### src/rtl/alu_ctrl_pipe.sv
// Registered ALU control decoder: 1-cycle latency, MUL_LAT/DIV_LAT cycles for mult/div.
// Output holds while out_ready is low; in_ready drops in BUSY and in HOLD without out_ready.
module alu_ctrl_pipe #(
  parameter int CTRL_W  = 4,
  parameter int MUL_LAT = 4,
  parameter int DIV_LAT = 32,
  parameter int CNT_W   = 6
) (
  input  logic              clk,
  input  logic              rst,
  input  logic              in_valid,
  output logic              in_ready,
  input  logic [2:0]        alu_op,
  input  logic [5:0]        funct,
  output logic              out_valid,
  input  logic              out_ready,
  output logic [CTRL_W-1:0] alu_control,
  output logic              illegal,
  output logic              multi,
  output logic              busy
);

  typedef enum logic [1:0] {IDLE, BUSY, HOLD} state_t;

  state_t           state;
  logic [CNT_W-1:0] count;

  logic [3:0]       dec_code;
  logic             dec_illegal;
  logic             dec_multi;
  logic             dec_div;
  logic             accept;
  logic             one_cycle;
  logic [CNT_W-1:0] load_cnt;

  always_comb begin
    dec_code    = 4'b0010;
    dec_illegal = 1'b0;
    dec_multi   = 1'b0;
    dec_div     = 1'b0;
    case (alu_op)
      3'b000: dec_code = 4'b0010;
      3'b001: dec_code = 4'b0110;
      3'b011: dec_code = 4'b0000;
      3'b100: dec_code = 4'b0001;
      3'b101: dec_code = 4'b0111;
      3'b110: dec_code = 4'b0011;
      3'b111: dec_code = 4'b1111;
      default: begin
        case (funct)
          6'b100000, 6'b100001: dec_code = 4'b0010;
          6'b100010, 6'b100011: dec_code = 4'b0110;
          6'b100100: dec_code = 4'b0000;
          6'b100101: dec_code = 4'b0001;
          6'b100110: dec_code = 4'b0011;
          6'b100111: dec_code = 4'b0100;
          6'b101010: dec_code = 4'b0111;
          6'b101011: dec_code = 4'b1111;
          6'b000000: dec_code = 4'b1000;
          6'b000010: dec_code = 4'b1001;
          6'b000011: dec_code = 4'b1010;
          6'b011000: begin
            dec_code  = 4'b1100;
            dec_multi = 1'b1;
          end
          6'b011010: begin
            dec_code  = 4'b1101;
            dec_multi = 1'b1;
            dec_div   = 1'b1;
          end
          default: begin
            dec_code    = 4'b0010;
            dec_illegal = 1'b1;
          end
        endcase
      end
    endcase
  end

  assign in_ready  = (state == IDLE) || ((state == HOLD) && out_ready);
  assign accept    = in_valid && in_ready;
  // Count loads LAT-1 so out_valid rises exactly LAT edges after the accept edge.
  assign load_cnt  = dec_div ? CNT_W'(DIV_LAT - 1) : CNT_W'(MUL_LAT - 1);
  assign one_cycle = dec_div ? (DIV_LAT == 1) : (MUL_LAT == 1);

  always_ff @(posedge clk) begin
    if (rst) begin
      state       <= IDLE;
      count       <= '0;
      out_valid   <= 1'b0;
      alu_control <= '0;
      illegal     <= 1'b0;
      multi       <= 1'b0;
      busy        <= 1'b0;
    end else begin
      case (state)
        IDLE, HOLD: begin
          if (accept) begin
            alu_control <= CTRL_W'(dec_code);
            illegal     <= dec_illegal;
            multi       <= dec_multi;
            if (dec_multi && !one_cycle) begin
              state     <= BUSY;
              count     <= load_cnt;
              busy      <= 1'b1;
              out_valid <= 1'b0;
            end else begin
              state     <= HOLD;
              out_valid <= 1'b1;
            end
          end else if (state == HOLD && out_ready) begin
            state     <= IDLE;
            out_valid <= 1'b0;
          end
        end
        BUSY: begin
          if (count == '0) begin
            state     <= HOLD;
            out_valid <= 1'b1;
            busy      <= 1'b0;
          end else begin
            count <= count - CNT_W'(1);
          end
        end
        default: begin
          state     <= IDLE;
          out_valid <= 1'b0;
          busy      <= 1'b0;
        end
      endcase
    end
  end

endmodule

### config.mk
export PLATFORM = sky130hd
export DESIGN_NAME = alu_ctrl_pipe
export DESIGN_NICKNAME = d
export VERILOG_FILES = /design/src/rtl/alu_ctrl_pipe.sv
export SDC_FILE = /design/constraint.sdc
export NUM_CORES = 1
export LEC_CHECK = 0
export CORE_MARGIN = 1.5
export CORE_UTILIZATION = 50
export DETAILED_ROUTE_END_ITERATION = 7
export GPL_ROUTABILITY_DRIVEN = 0
export PLACE_DENSITY = 0.84
export SYNTH_ARGS = -nofsm -noshare
export SYNTH_HDL_FRONTEND = slang
export SYNTH_SLANG_ARGS = --single-unit
### constraint.sdc
create_clock -name clk -period 5.4 [get_ports clk]
set_input_delay 1.62 -clock clk [delete_from_list [all_inputs] [get_ports clk]]
set_output_delay 1.62 -clock clk [all_outputs]
set_load 0.1 [all_outputs]
==> metrics.md <==
| Metric | Value |
|---|---|
| Status | `completed` |
| Final worst slack | `1.065 ns` |
| Inserted Diodes | `0` |
| Switching share of power | `34.28%` |
| Die Y | `48.11 microns` |
| PwrDens | `198.0 nW/um^2` |
| Rows | `16` |
| Fin area | `1255 sq um` |
| DRT Pass-1 Iters | `4` |
| Max frequency | `230.7 MHz` |
| Cts bufs inserted | `3` |
| CTS root buffer | `clkbuf_4` |
| Clock Path Buffers | `2` |
| Post-synth top flop | `dfxtp_1` |
| Placement Setup Slack | `1.066 ns` |
| Total Power | `0.0002484 W` |
| Crit. End Element | `output port` |
| Vias in the first global route | `876` |
| Commonest cells after routing, fill and taps aside | `clkdlybuf4s50_1 (20), dfxtp_1 (15), nor2_1 (12), o21ai_0 (11), nand2_1 (10)` |
| Cells after synthesis | `128` |
| Max VDD drop | `127.5 uV` |
| Max Used Layer | `met4` |
| Tot GR Track Use | `23.46%` |
| Die area | `2314 sq um` |
| Combinational Power Share | `26.2%` |
| I/O pin cnt | `22` |
| Max-slew violations | `0` |
| Worst R2R Start | `count[0]$_SDFFE_PP0P_` |
| Clock Latency Late Sink | `0.29 ns` |
| Least-Margin Pin Slew | `0.9725 ns` |
| Met3 wire length | `148 microns` |
| Met2 routed wirelength | `1173 microns` |
| Final Hold Viols | `0` |
| Largest net degree at the start of global routing | `16` |
| DR vias | `1054` |
| Worst Path Max Fanout | `3` |
| Initial Utilization | `52.38%` |
| Part of the cycle the worst path needs | `80.27%` |
| Max cap viols | `0` |
| Dominant cells by area after synthesis | `dfxtp_1 (30%), o21ai_0 (5.4%), a221oi_1 (5.2%), a21oi_1 (4.4%), nor2_1 (4.4%)` |
| Avg Cell Area, Syn | `7.947 sq um` |
| Register area share after synthesis | `29.52%` |
| Reg2Reg Capture Point | `count[5]$_SDFFE_PP0P_` |
| Synthesized cell area | `1017 sq um` |
| WL final | `2504 microns` |
| Iteration-0 DRC Markers | `37` |
| Post-synth top area cell | `dfxtp_1` |
| Post-Route Setup TNS | `0 ns` |
| Critical Path Max Stage Delay | `0.45 ns` |
| Hold WC Path Type | `flop to flop` |
| IO Port Bufs | `21` |
| CP delay by family, top | `buffers and inverters` |
| Register bit total from synthesis | `15` |
| Via density | `6.057` |
| Initial antenna violation count | `0` |
| Top cell type's share of synthesized area | `29.52%` |
| Slowest cell on crit path | `clkdlybuf4s50_1` |
| Yosys warns | `0` |
| Hold Startpoint | `illegal$_SDFFE_PP0P_` |
| Share of cells above drive strength 1 | `8.163%` |
| Post-cts sizing count | `0` |
| Critical path, cell by cell | `clkdlybuf4s50_1 > inv_1 > a21oi_1 > buf_4` |
| H-tree levels | `1` |
| Tmin final | `4.335 ns` |
| R2R depth | `6` |
| Synth cell types | `42` |
| Post-synth ARST share | `0%` |
| Power Internal | `0.0001633 W` |
| Antenna Violating Nets Remaining | `0` |
| Clock power share | `27.2%` |
| Clock slew at reported path FFs | `0.10 ns` |
| Width of the die | `48.11 microns` |
| # Post-CTS Setup Buffers | `0` |
| CP Launch Type | `input port` |
| Dpl hpwl | `1876 microns` |
| Drt wl/cell | `14.39 microns` |
| Buf/Inv on CP | `3` |
| Cells on Worst Hold Path | `2` |
| Mapped Nets | `143` |
| Post-synth EDFFs | `0` |
| Leakage | `0.4202 nW` |
| Grt total ovfl | `0` |
| Worst Path Required | `3.78 ns` |
| Synth-to-Final Area Change | `23.37%` |
| Switching pwr | `0.00008517 W` |
| CTS tree | `done` |
| Clock Skew | `0.0009057 ns` |
| Area post-placement | `1227 sq um` |
| Crit path kind | `input port to output port` |
| Finish-stage setup viols | `0` |
| First-pass GRT wire length | `3857 microns` |
| DRC | `0` |
| Flop pwr share | `46.6%` |
| Crit path DAT | `2.71 ns` |
| # clock sinks | `15` |
| Final nets | `163` |
| Commonest non-fill, non-tap cell in the layout | `clkdlybuf4s50_1` |
| R2R Setup Slk | `3.40 ns` |
| Finished Core Util | `64.63%` |
| # hold bufs at CTS | `0` |
| Core Region | `1942 sq um` |
| Hold endpoint | `illegal$_SDFFE_PP0P_` |
| Relative slew margins | `34.96%` |
| WL met1 | `1164 microns` |
| RSZ-0062 raised after global routing | `false` |
==> per-layer routing <==
layer / global-route usage, % / vias to the layer above
li1: - / 526
met1: 30.02 / 479
met2: 40.80 / 47
met3: 3.704 / 2
met4: 6.486 / 0
met5: 0 / -
==> power groups by stage <==
stage          clock (W)  sequential (W)  combinational (W)
6_report       0.0000676        0.000116          0.0000651
5_1_grt        0.0000727        0.000116          0.0000693
4_1_cts        0.0000673        0.000116          0.0000649
3_5_place_dp           0        0.000118          0.0000646
3_3_place_gp           0        0.000118          0.0000632
2_1_floorplan          0        0.000136          0.0000239
==> cell families after synthesis <==
kind of cell | after synthesis | synth area share (%)
flops | 15 | 29.52
fa+ha+maj | 2 | 2.460
compound gates | 42 | 30.50
simple gates | 57 | 32.23
buf+inv | 12 | 5.288
==> cell usage after synthesis (2+ instances only) <==
cell type and n:
a211oi_1 2, o21ai_0 11, inv_1 6, ha_1 2, and4b_1 2, nor2b_1 5
a2111oi_0 2, a31o_2 2, nor2_1 12, a221oi_1 6, clkbuf_1 4, nor3_1 8
nand2b_1 5, dfxtp_1 15, o211ai_1 2, a21oi_1 9, nand2_1 10
==> how the worst max path moves through the flow <==
| stage | cells after the start | slack [ns] | end | start |
|---|---|---|---|---|
| 6_report | 4 | 1.07 | in_ready | out_ready |
| 5_1_grt | 4 | 0.99 | in_ready | out_ready |
| 4_1_cts | 4 | 1.06 | in_ready | out_ready |
| 3_5_place_dp | 4 | 1.07 | in_ready | out_ready |
| 3_3_place_gp | 4 | 1.10 | in_ready | out_ready |
| 2_1_floorplan | 2 | 0.54 | in_ready | out_ready |
==> layout make-up <==
class / count / area (sq um)
Fill cell: 185 / 686.9
Multi-Input combinational cell: 101 / 663.1
Sequential cell: 15 / 300.3
Timing Repair Buffer: 21 / 207.7
Tap cell: 27 / 33.78
Clock buffer: 3 / 22.52
Inverter: 6 / 22.52
Clock inverter: 1 / 5.005
==> per-stage QoR <==
| stage | hold slack [ns] | cells |
|---|---|---|
| 3_3_place_gp | 0.4440 | 170 |
| 6_report | 0.4628 | 174 |
| 5_1_grt | 0.4969 | 174 |
| 4_1_cts | 0.4651 | 174 |
| 2_1_floorplan | 0.4538 | 128 |
| 3_5_place_dp | 0.4449 | 170 |
==> flip-flops by register name (all words and copies together), names as in the netlist <==
name	count
count	6
alu_control	4
busy	1
illegal	1
multi	1
out_valid	1
state	1
==> worst register-to-register path, cell delays in order, from the launching register on <==
cell	delay, ns
dfxtp_1	0.39
inv_1	0.10
ha_1	0.23
a311oi_2	0.45
a21oi_4	0.10
or3_1	0.37
a221oi_1	0.28
Note: power is estimated with default switching activity, not from simulation.
